### config.mk
export PLATFORM = sky130hd
export DESIGN_NAME = keypad_scanner
export DESIGN_NICKNAME = d
export VERILOG_FILES = /design/src/rtl/keypad_scanner.sv
export SDC_FILE = /design/constraint.sdc
export NUM_CORES = 1
export LEC_CHECK = 0
export ABC_AREA = 1
export CAP_MARGIN = 20
export CORE_ASPECT_RATIO = 1.5
export CORE_MARGIN = 2
export CORE_UTILIZATION = 40
export DETAILED_ROUTE_END_ITERATION = 7
export GPL_TIMING_DRIVEN = 0
export SYNTH_ARGS = -nofsm -noshare
export SYNTH_HDL_FRONTEND = slang
export SYNTH_SLANG_ARGS = --single-unit
### constraint.sdc
create_clock -name clk -period 8.15 [get_ports clk]
set_clock_uncertainty 0.1 [all_clocks]
set_input_delay 1.2225 -clock clk [delete_from_list [all_inputs] [get_ports clk]]
set_output_delay 1.2225 -clock clk [all_outputs]
set_load 0.005 [all_outputs]
### src/rtl/keypad_scanner.sv
// -----------------------------------------------------------------------------
// keypad_scanner
//
// Matrix-keypad scanner. Strobes one column at a time (one-hot, active-high)
// and samples the active-high row lines once per scan tick. A single-row hit
// is debounced for DEBOUNCE ticks before it is confirmed as a key event. The
// key is then held until DEBOUNCE consecutive release ticks are seen. Each
// confirmed press is placed in a one-deep event register with a valid/ack
// handshake. A press that arrives while the previous event is still
// unacknowledged is dropped and flagged on a sticky overrun bit.
//
// All logic runs on clk. The scan tick is an internal enable, not a clock.
//
// Ports
//   clk        system clock, rising edge
//   rst        asynchronous reset, active-high
//   key_row    row sense lines, active-high, already synchronised
//   key_col    one-hot column strobe; all-zero while idle
//   key_valid  pending key event present
//   key_code   code of the pending event = row_idx*COLS + col_idx
//   key_ack    consumer acknowledge for the pending event
//   key_held   debounced key is still down
//   overrun    sticky: an event was dropped while one was pending
//
// State table
//   state      | meaning
//   S_IDLE     | after reset, no column driven; waits for the first tick
//   S_SCAN     | strobing col_idx, looking for exactly one active row
//   S_PRESS_DB | single row seen, counting stable press ticks
//   S_HELD     | press confirmed, waiting for the row pattern to change
//   S_REL_DB   | row pattern changed, counting stable release ticks
// -----------------------------------------------------------------------------
module keypad_scanner #(
    parameter int ROWS     = 4,
    parameter int COLS     = 3,
    parameter int SCAN_DIV = 12500,
    parameter int DEBOUNCE = 4,
    parameter int CODE_W   = (ROWS * COLS > 1) ? $clog2(ROWS * COLS) : 1
) (
    input  logic              clk,
    input  logic              rst,
    input  logic [ROWS-1:0]   key_row,
    output logic [COLS-1:0]   key_col,
    output logic              key_valid,
    output logic [CODE_W-1:0] key_code,
    input  logic              key_ack,
    output logic              key_held,
    output logic              overrun
);

    localparam int DIV_W  = $clog2(SCAN_DIV);
    localparam int CIDX_W = $clog2(COLS);
    localparam int RIDX_W = (ROWS > 1) ? $clog2(ROWS) : 1;

    typedef enum logic [2:0] {
        S_IDLE     = 3'd0,
        S_SCAN     = 3'd1,
        S_PRESS_DB = 3'd2,
        S_HELD     = 3'd3,
        S_REL_DB   = 3'd4
    } state_t;

    // ------------------------------------------------------------------
    // Scan tick generator
    // ------------------------------------------------------------------
    logic [DIV_W-1:0] r_div_cnt;
    logic             w_tick;

    assign w_tick = (r_div_cnt == DIV_W'(SCAN_DIV - 1));

    always_ff @(posedge clk or posedge rst) begin
        if (rst) begin
            r_div_cnt <= '0;
        end else if (w_tick) begin
            r_div_cnt <= '0;
        end else begin
            r_div_cnt <= r_div_cnt + 1'b1;
        end
    end

    // ------------------------------------------------------------------
    // Scanner state
    // ------------------------------------------------------------------
    state_t            r_state,    w_state_nxt;
    logic [CIDX_W-1:0] r_col_idx,  w_col_nxt;
    logic [RIDX_W-1:0] r_row_idx,  w_row_idx_nxt;
    logic [ROWS-1:0]   r_row_oh,   w_row_oh_nxt;
    logic [7:0]        r_db_cnt,   w_db_nxt;
    logic              w_confirm;

    // Row sample decode
    logic              w_samp_one;
    logic [RIDX_W-1:0] w_samp_idx;
    logic              w_row_eq;
    logic [CIDX_W-1:0] w_col_adv;
    logic              w_db_done;

    always_comb begin
        w_samp_one = ($countones(key_row) == 1);
        w_samp_idx = '0;
        for (int i = 0; i < ROWS; i++) begin
            if (key_row[i]) begin
                w_samp_idx = RIDX_W'(i);
            end
        end
    end

    // A multi-key sample can never equal the latched one-hot pattern, so it
    // naturally counts as "different" in the debounce and held states.
    assign w_row_eq  = (key_row == r_row_oh);
    assign w_col_adv = (int'(r_col_idx) == COLS - 1) ? '0 : r_col_idx + 1'b1;
    // True when this tick is the DEBOUNCE-th consecutive matching one.
    assign w_db_done = ((int'(r_db_cnt) + 1) >= DEBOUNCE);

    always_ff @(posedge clk or posedge rst) begin
        if (rst) begin
            r_state   <= S_IDLE;
            r_col_idx <= '0;
            r_row_idx <= '0;
            r_row_oh  <= '0;
            r_db_cnt  <= '0;
        end else begin
            r_state   <= w_state_nxt;
            r_col_idx <= w_col_nxt;
            r_row_idx <= w_row_idx_nxt;
            r_row_oh  <= w_row_oh_nxt;
            r_db_cnt  <= w_db_nxt;
        end
    end

    always_comb begin
        w_state_nxt   = r_state;
        w_col_nxt     = r_col_idx;
        w_row_idx_nxt = r_row_idx;
        w_row_oh_nxt  = r_row_oh;
        w_db_nxt      = r_db_cnt;
        w_confirm     = 1'b0;

        if (w_tick) begin
            case (r_state)
                S_IDLE: begin
                    w_state_nxt = S_SCAN;
                    w_col_nxt   = '0;
                end

                S_SCAN: begin
                    if (w_samp_one) begin
                        w_row_idx_nxt = w_samp_idx;
                        w_row_oh_nxt  = key_row;
                        w_db_nxt      = 8'd1;
                        if (DEBOUNCE == 1) begin
                            w_state_nxt = S_HELD;
                            w_confirm   = 1'b1;
                        end else begin
                            w_state_nxt = S_PRESS_DB;
                        end
                    end else begin
                        w_col_nxt = w_col_adv;
                    end
                end

                S_PRESS_DB: begin
                    if (w_row_eq) begin
                        if (w_db_done) begin
                            w_state_nxt = S_HELD;
                            w_confirm   = 1'b1;
                        end else begin
                            w_db_nxt = r_db_cnt + 8'd1;
                        end
                    end else begin
                        // Bounce: abandon the press silently and move on.
                        w_state_nxt = S_SCAN;
                        w_col_nxt   = w_col_adv;
                    end
                end

                S_HELD: begin
                    if (!w_row_eq) begin
                        if (DEBOUNCE == 1) begin
                            w_state_nxt = S_SCAN;
                            w_col_nxt   = w_col_adv;
                        end else begin
                            w_state_nxt = S_REL_DB;
                            w_db_nxt    = 8'd1;
                        end
                    end
                end

                S_REL_DB: begin
                    if (w_row_eq) begin
                        w_state_nxt = S_HELD;
                    end else if (w_db_done) begin
                        w_state_nxt = S_SCAN;
                        w_col_nxt   = w_col_adv;
                    end else begin
                        w_db_nxt = r_db_cnt + 8'd1;
                    end
                end

                default: begin
                    w_state_nxt = S_IDLE;
                end
            endcase
        end
    end

    // ------------------------------------------------------------------
    // Column strobe and held flag, decoded from registered state only
    // ------------------------------------------------------------------
    always_comb begin
        key_col = '0;
        if (r_state != S_IDLE) begin
            key_col[r_col_idx] = 1'b1;
        end
    end

    assign key_held = (r_state == S_HELD) || (r_state == S_REL_DB);

    // ------------------------------------------------------------------
    // Event register with valid/ack handshake
    // ------------------------------------------------------------------
    logic [RIDX_W-1:0] w_code_row;
    logic [CODE_W-1:0] w_code;
    logic              r_key_valid;
    logic [CODE_W-1:0] r_key_code;
    logic              r_overrun;

    // With DEBOUNCE=1 the confirm happens on the same tick the row is first
    // seen, before the row index has been latched.
    assign w_code_row = (r_state == S_SCAN) ? w_samp_idx : r_row_idx;
    assign w_code     = CODE_W'(w_code_row) * CODE_W'(COLS) + CODE_W'(r_col_idx);

    always_ff @(posedge clk or posedge rst) begin
        if (rst) begin
            r_key_valid <= 1'b0;
            r_key_code  <= '0;
            r_overrun   <= 1'b0;
        end else if (w_confirm) begin
            if (!r_key_valid || key_ack) begin
                // Slot free, or the old event is consumed this very clock.
                r_key_valid <= 1'b1;
                r_key_code  <= w_code;
            end else begin
                r_overrun <= 1'b1;
            end
        end else if (r_key_valid && key_ack) begin
            r_key_valid <= 1'b0;
            r_overrun   <= 1'b0;
        end
    end

    assign key_valid = r_key_valid;
    assign key_code  = r_key_code;
    assign overrun   = r_overrun;

endmodule

==> metrics, run 1 <==
hold endpoint=r_div_cnt[0]$_DFF_PP0_; maxcap violations=0; clk slew on worst S/H paths=0.07 ns; syn_area_per_cell=7.21 sq um; dominant cell by count in the synthesized netlist=nand2_1; CTS tree=yes; layout cell share with drive strength beyond 1=9.78%; top post-synthesis cells by count=nand2_1 (90), inv_1 (60), dfrtp_1 (39); Reg2Reg Launch Point=r_state[2]$_DFFE_PP0P_; CP max stage cell=clkdlybuf4s50_1; Die H=between 100 and 150 um; vias per std cell=between 4 and 5; top cell type's share of synthesized area=39.3%; most common flop cell mapped by yosys=dfrtp_1; CTS Root Cell=clkbuf_8; cell depth of the worst hold path=1; fillers=623; CP Buf/Inv Count=4; status=complete, no violations; drt wl/cell=between 10 and 15 um; Final ANT Viol Nets=0; flops & latches, synth=39; CP Class=in2reg; clk sinks=39; Initial Util=40.8%; count of final max-slew check failures=0; PwrDens=139 mW/mm^2; clock buffer depth=2; Worst setup startpoint=key_row[3]; Hold Vio Cnt, Final=0; crit start category=primary input; endpoints failing setup=0; final design utilization=46.8%; fraction of met1 tracks used by global routing=19.7%; Syn-to-layout area delta=14.9%; sequential element share of the synthesized area=around two fifths; unrepaired setup endpoints after global routing=no; Top Family by Delay on Critical Path=simple AND/OR/NAND/NOR gates; Synth area leaders=dfrtp_1 (39%), nand2_1 (14%), inv_1 (9.1%); WHS=0.366 ns; multi-input logic area=0.00125 sq mm; Fin Setup TNS=0 ns; initial antenna violation count=0; clk_lat worst skew=0.30 ns; Slew @ Worst Pin=0.839 ns; hold_sp=r_div_cnt[0]$_DFF_PP0_; WP data required=8.23 ns; R2R depth=12; Async SR Flop Fraction=between 90% and 100%; vias in the first global route=2002; DR vias=2115; number of synthesized flops with an enable pin=0; Post-CTS Setup Inserts=0; ant diodes=0; row cnt=35; max incr delay on CP=0.54 ns; Post-route DRC=0; worst path arrival time=3.98 ns; Pre-antenna DRT Iters=4; M3 GR Usage=2.01%; total track usage=16.6%; fmax=256 MHz; Most Used Layer, Global Route=met2; Slew headroom=44.0%; met2 usage=29.8%; core area=0.00609 sq mm; H-tree depth=2; post-synth net total=360; period utilization=between 40% and 50%; Post-CTS Resized=0; total CTS buffers=5; io pins=17; cells along the critical path=clkdlybuf4s50_1 -> inv_1 -> fa_1 -> inv_1 -> ha_1 -> ha_1 -> nor3b_1 -> nor2_1 -> nor2_1 -> nand3_1 -> nor2_1 -> nand2_2 -> inv_4 -> nor2_1; Mapped Area=0.00248 sq mm; Starting DRT DRC Count=slightly above 100; Cells after Synth=344; synth unique cells=31; post-DP HPWL=3790 um; PortBufs=16; Reg2Reg Capture Point=key_code[2]$_DFFE_PP0P_; first-pass GRT wire length=between 8000 and 9000 um; Leak=1.46 nW; WL final=4970 um; Most common cell on crit path=nor2_1; Total Power=between 0.3 and 0.4 mW; Die Area=0.00686 sq mm; hold_buf cts=0; total grt overflow=0; crit-path max FO=6; synthesis warning total=0; Final min period=3.90 ns; register area=roughly 1000 sq um; largest net degree at the start of global routing=40; Die Wd=68.3 um; Worst R2R Setup Slack=5.31 ns; Critical Path End Type=register; Max VDD drop=between 0.06 and 0.07 mV; Routability Congestion=0.868; worst hold path class=reg2reg; nets=383; largest area contributor in the netlist=dfrtp_1
[kinds of logic (layout without fill, tap and decap cells)]
group / Yosys count / in the layout / share of synthesized area, %
AO/OA/AOI/OAI: 27 / 27 / 5.60
AND/OR/NAND/NOR: 194 / 194 / 36.2
flip-flops: 39 / 39 / 39.3
XOR/XNOR: 9 / 9 / 3.18
adder cells (fa/ha/maj): 9 / 9 / 5.45
buffers and inverters: 66 / 90 / 10.3
[through the flow]
step / instance area (sq um) / setup WS, ns / instances
floorplan: 2480 / 4.79 / 344
global placement: 2730 / 3.93 / 434
detailed placement: 2730 / 3.91 / 434
CTS: 2850 / 4.21 / 442
global route: 2850 / 3.94 / 442
finish: 2850 / 4.25 / 442
[worst max path at each step]
stage | end | cells past startpoint
final | r_db_cnt[3]$_DFFE_PP0P_ | 14
after global routing | r_db_cnt[3]$_DFFE_PP0P_ | 14
after CTS | r_db_cnt[3]$_DFFE_PP0P_ | 14
after detailed placement | r_db_cnt[3]$_DFFE_PP0P_ | 14
after global placement | r_db_cnt[6]$_DFFE_PP0P_ | 14
after floorplan | r_db_cnt[6]$_DFFE_PP0P_ | 13
[routing by layer]
metal | vias to the layer above | routed length, um
li1 | 1116 | -
met1 | 969 | 2130
met2 | 24 | 2660
met3 | 6 | 91
met4 | 0 | 82
met5 | - | 0
[power by group]
group	internal [mW]	switching, mW	total [mW]
clock	0.0992	0.0712	0.170
sequential	0.195	0.00184	0.197
combinational	0.0103	0.0181	0.0283
[final cells by class]
| type | count | area share, % |
|---|---|---|
| buffer | 2 | 0.439 |
| clock buffer | 6 | 2.90 |
| clock inverter | 2 | 1.23 |
| inverter | 64 | 8.51 |
| multi-input combinational | 239 | 43.8 |
| sequential | 39 | 34.2 |
| tap | 74 | 3.25 |
| timing repair buffer | 16 | 5.62 |
[state kept, by name, indices dropped and copies added (netlist names)]
register	cells
key_code	4
r_state	3
r_row_idx	2
r_db_cnt	8
r_row_oh	4
key_valid	1
overrun	1
r_div_cnt	14
r_col_idx	2
[cells in the final DEF, fill, tap and decap left out]
| master | synthesis | routed |
|---|---|---|
| bufinv_16 | 0 | 1 |
| nor4_1 | 2 | 2 |
| nor3b_1 | 1 | 1 |
| o21ai_0 | 17 | 17 |
| and3_1 | 1 | 1 |
| nand3_1 | 28 | 28 |
| nand2_1 | 90 | 90 |
| buf_2 | 1 | 1 |
| nand3b_1 | 1 | 1 |
| buf_4 | 1 | 1 |
| xnor2_1 | 1 | 1 |
| nor3_2 | 1 | 1 |
| nand4_1 | 4 | 4 |
| nor2_1 | 36 | 36 |
| o21ai_1 | 5 | 5 |
| o21ai_2 | 1 | 1 |
| nand2_2 | 4 | 4 |
| inv_2 | 3 | 4 |
| clkbuf_8 | 0 | 6 |
| and2_0 | 1 | 1 |
| inv_4 | 1 | 1 |
| xor2_1 | 8 | 8 |
| dfrtp_1 | 39 | 39 |
| a21oi_1 | 4 | 4 |
| nor2_2 | 8 | 8 |
| nand3_4 | 1 | 1 |
| ha_1 | 6 | 6 |
| nor3_1 | 10 | 10 |
| nor2_4 | 3 | 3 |
| inv_1 | 60 | 59 |
| clkdlybuf4s50_1 | 0 | 16 |
| nand3_2 | 2 | 2 |
| clkinv_2 | 0 | 1 |
| fa_1 | 3 | 3 |
| nand4_2 | 1 | 1 |
Power figures use the tool's default switching activity.
==> inputs of run 2 (changes only) <==
Clock period 8.15 ns to 3.3 ns, I/O delays scaled along.
==> run 2 against run 1 <==
Via count decreased by 0.47%. Clock power increased by 150%. Wire length increased by 0.32%. Die area unchanged. Largest cell class unchanged. Largest power group unchanged.
==> metrics, run 2 (synthesis results as in run 1) <==
Max VDD drop=0.177 mV (+170%); total grt overflow=0 (unchanged); vias per std cell=4.76 (-0.47%); Hold Vio Cnt, Final=0 (unchanged); layout cell share with drive strength beyond 1=10.1% (+0.27 points); fmax=about 330 MHz; maxcap violations=0 (unchanged); CP max stage cell=clkdlybuf4s50_1; Top Family by Delay on Critical Path=adder cells; clk sinks=39 (unchanged); total track usage=16.6% (unchanged); Largest regs=r_div_cnt: 14 flops, r_db_cnt: 8 flops; CTS tree=yes; Initial Util=40.8% (unchanged); CP Class=in2reg; first-pass GRT wire length=8740 um (unchanged); Die H=100 um (unchanged); fillers=625 (+0.32%); Slew headroom=44.1% (+0.12 points); Final Instance Area=0.00286 sq mm (+0.18%); endpoints failing setup=0 (unchanged); worst path arrival time=3.13 ns (-0.85 ns); Die Area=0.00686 sq mm (unchanged); Syn-to-layout area delta=15.1%; crit-path max FO=6 (unchanged); period utilization=92.3%; Slew @ Worst Pin=0.837 ns (-0.00187 ns); Final min period=3.05 ns; clk slew on worst S/H paths=0.07 ns (about the same); final cell count without fillers=442 (unchanged); hold_buf cts=0 (unchanged); worst hold path class=reg2reg; Routability Congestion=0.868 (unchanged); cells along the critical path=clkdlybuf4s50_1 -> inv_1 -> fa_1 -> inv_1 -> ha_1 -> ha_1 -> nor3b_2 -> nor2_1 -> nor2_1 -> nand3_1 -> nor2_1 -> nand2_2 -> inv_4 -> nor2_1; Pre-antenna DRT Iters=4 (unchanged); Post-CTS Resized=0 (unchanged); Final ANT Viol Nets=0 (unchanged); PwrDens=342 mW/mm^2 (+150%); Starting DRT DRC Count=102 (unchanged); post-DP HPWL=3790 um (unchanged); total CTS buffers=5 (unchanged); PortBufs=16 (unchanged); WL final=4980 um (+0.32%); count of final max-slew check failures=0 (unchanged); Total Power=0.978 mW (+150%); Post-route DRC=0 (unchanged); CP Buf/Inv Count=4 (unchanged); most frequent cells in the layout=nand2_1 (90), inv_1 (59), dfrtp_1 (39); Inst Count DP=434 (unchanged); drt wl/cell=11.3 um (+0.32%); Fin Setup TNS=0 ns (unchanged); H-tree depth=2 (unchanged); Post-CTS Setup Inserts=0 (unchanged); io pins=17 (unchanged); clock buffer depth=2 (unchanged); Most common cell on crit path=nor2_1; DR vias=2105 (-0.47%); placed instance area=0.00273 sq mm (unchanged); commonest non-fill, non-tap cell in the layout=nand2_1; max incr delay on CP=0.54 ns (about the same); CTS Root Cell=clkbuf_8; core area=0.00609 sq mm (unchanged); Critical Path End Type=register; row cnt=35 (unchanged); WP data required=3.38 ns (-4.85 ns); WHS=0.366 ns (+0.0000110 ns); vias in the first global route=2002 (unchanged); Die Wd=68.3 um (unchanged); ant diodes=0 (unchanged); clk_lat worst skew=0.30 ns (about the same); status=complete, no violations; Leak=1.47 nW (+0.16%); Largest register FFs=14 (unchanged); largest net degree at the start of global routing=40 (unchanged); initial antenna violation count=0 (unchanged); Top reg by flops=r_div_cnt; crit start category=primary input; nets=383 (unchanged)
## run 2: cell count changes in the layout (fill, tap and decap cells not counted)
cell	previous run	this run
nor3b_1	1	0
nor3b_2	0	1
## run 2: through the flow
stage | util, % | worst slack, ns
3_5_place_dp | 44.9 | -0.208
6_report | 46.9 | 0.254
2_1_floorplan | - | 0.637
5_1_grt | 46.9 | -0.00163
4_1_cts | 46.8 | 0.0874
3_3_place_gp | 44.9 | -0.197
## run 2: where the power goes
group          internal, mW  switching (mW)  total, mW
Combinational        0.0265          0.0453     0.0719
Sequential            0.481         0.00452      0.485
Clock                 0.245           0.176      0.421
## run 2: path summary, 6_finish.rpt
| path | end | start | slack, ns | cells after the start |
|---|---|---|---|---|
| worst max-delay path | r_db_cnt[3]$_DFFE_PP0P_ | key_row[3] | 0.25 | 14 |
| max in group asynchronous | r_db_cnt[2]$_DFFE_PP0P_ | rst | 1.99 | 2 |
| worst max register to register | key_code[2]$_DFFE_PP0P_ | r_state[2]$_DFFE_PP0P_ | 0.44 | 12 |
| worst min register to register | r_div_cnt[0]$_DFF_PP0_ | r_div_cnt[0]$_DFF_PP0_ | 0.37 | 1 |
| min in group asynchronous | r_div_cnt[3]$_DFF_PP0_ | rst | 0.58 | 2 |
| worst min-delay path | r_div_cnt[0]$_DFF_PP0_ | r_div_cnt[0]$_DFF_PP0_ | 0.37 | 1 |
## run 2: final cells by class
cell class	instances	area, sq um	area share [%]
Buffer	2	12.5	0.438
Clock buffer	6	82.6	2.89
Clock inverter	2	35.0	1.23
Inverter	64	243	8.50
Multi-Input combinational cell	239	1250	43.9
Sequential cell	39	976	34.2
Tap cell	74	92.6	3.24
Timing Repair Buffer	16	160	5.61
## run 2: worst register-to-register path: cells and delay by family (launching register included)
family                     cells  cell delay (ns)
and+or+nand+nor                3             0.33
buffers and inverters          5             0.49
AOI/OAI and AO/OA              1             0.38
DFF                            1             0.36
adders and majority gates      3             1.11
## run 2: layer usage
metal	wire [um]	global-route usage (%)
met1	2170	19.7
met2	2630	29.8
met4	87	6.15
met3	96	2.01
met5	0	0
==> inputs of run 3 (changes only) <==
Settings changed: CAP_MARGIN 20 to not set.
==> results of run 3 <==
Final layout, timing and power as in run 2 (identical DEF).
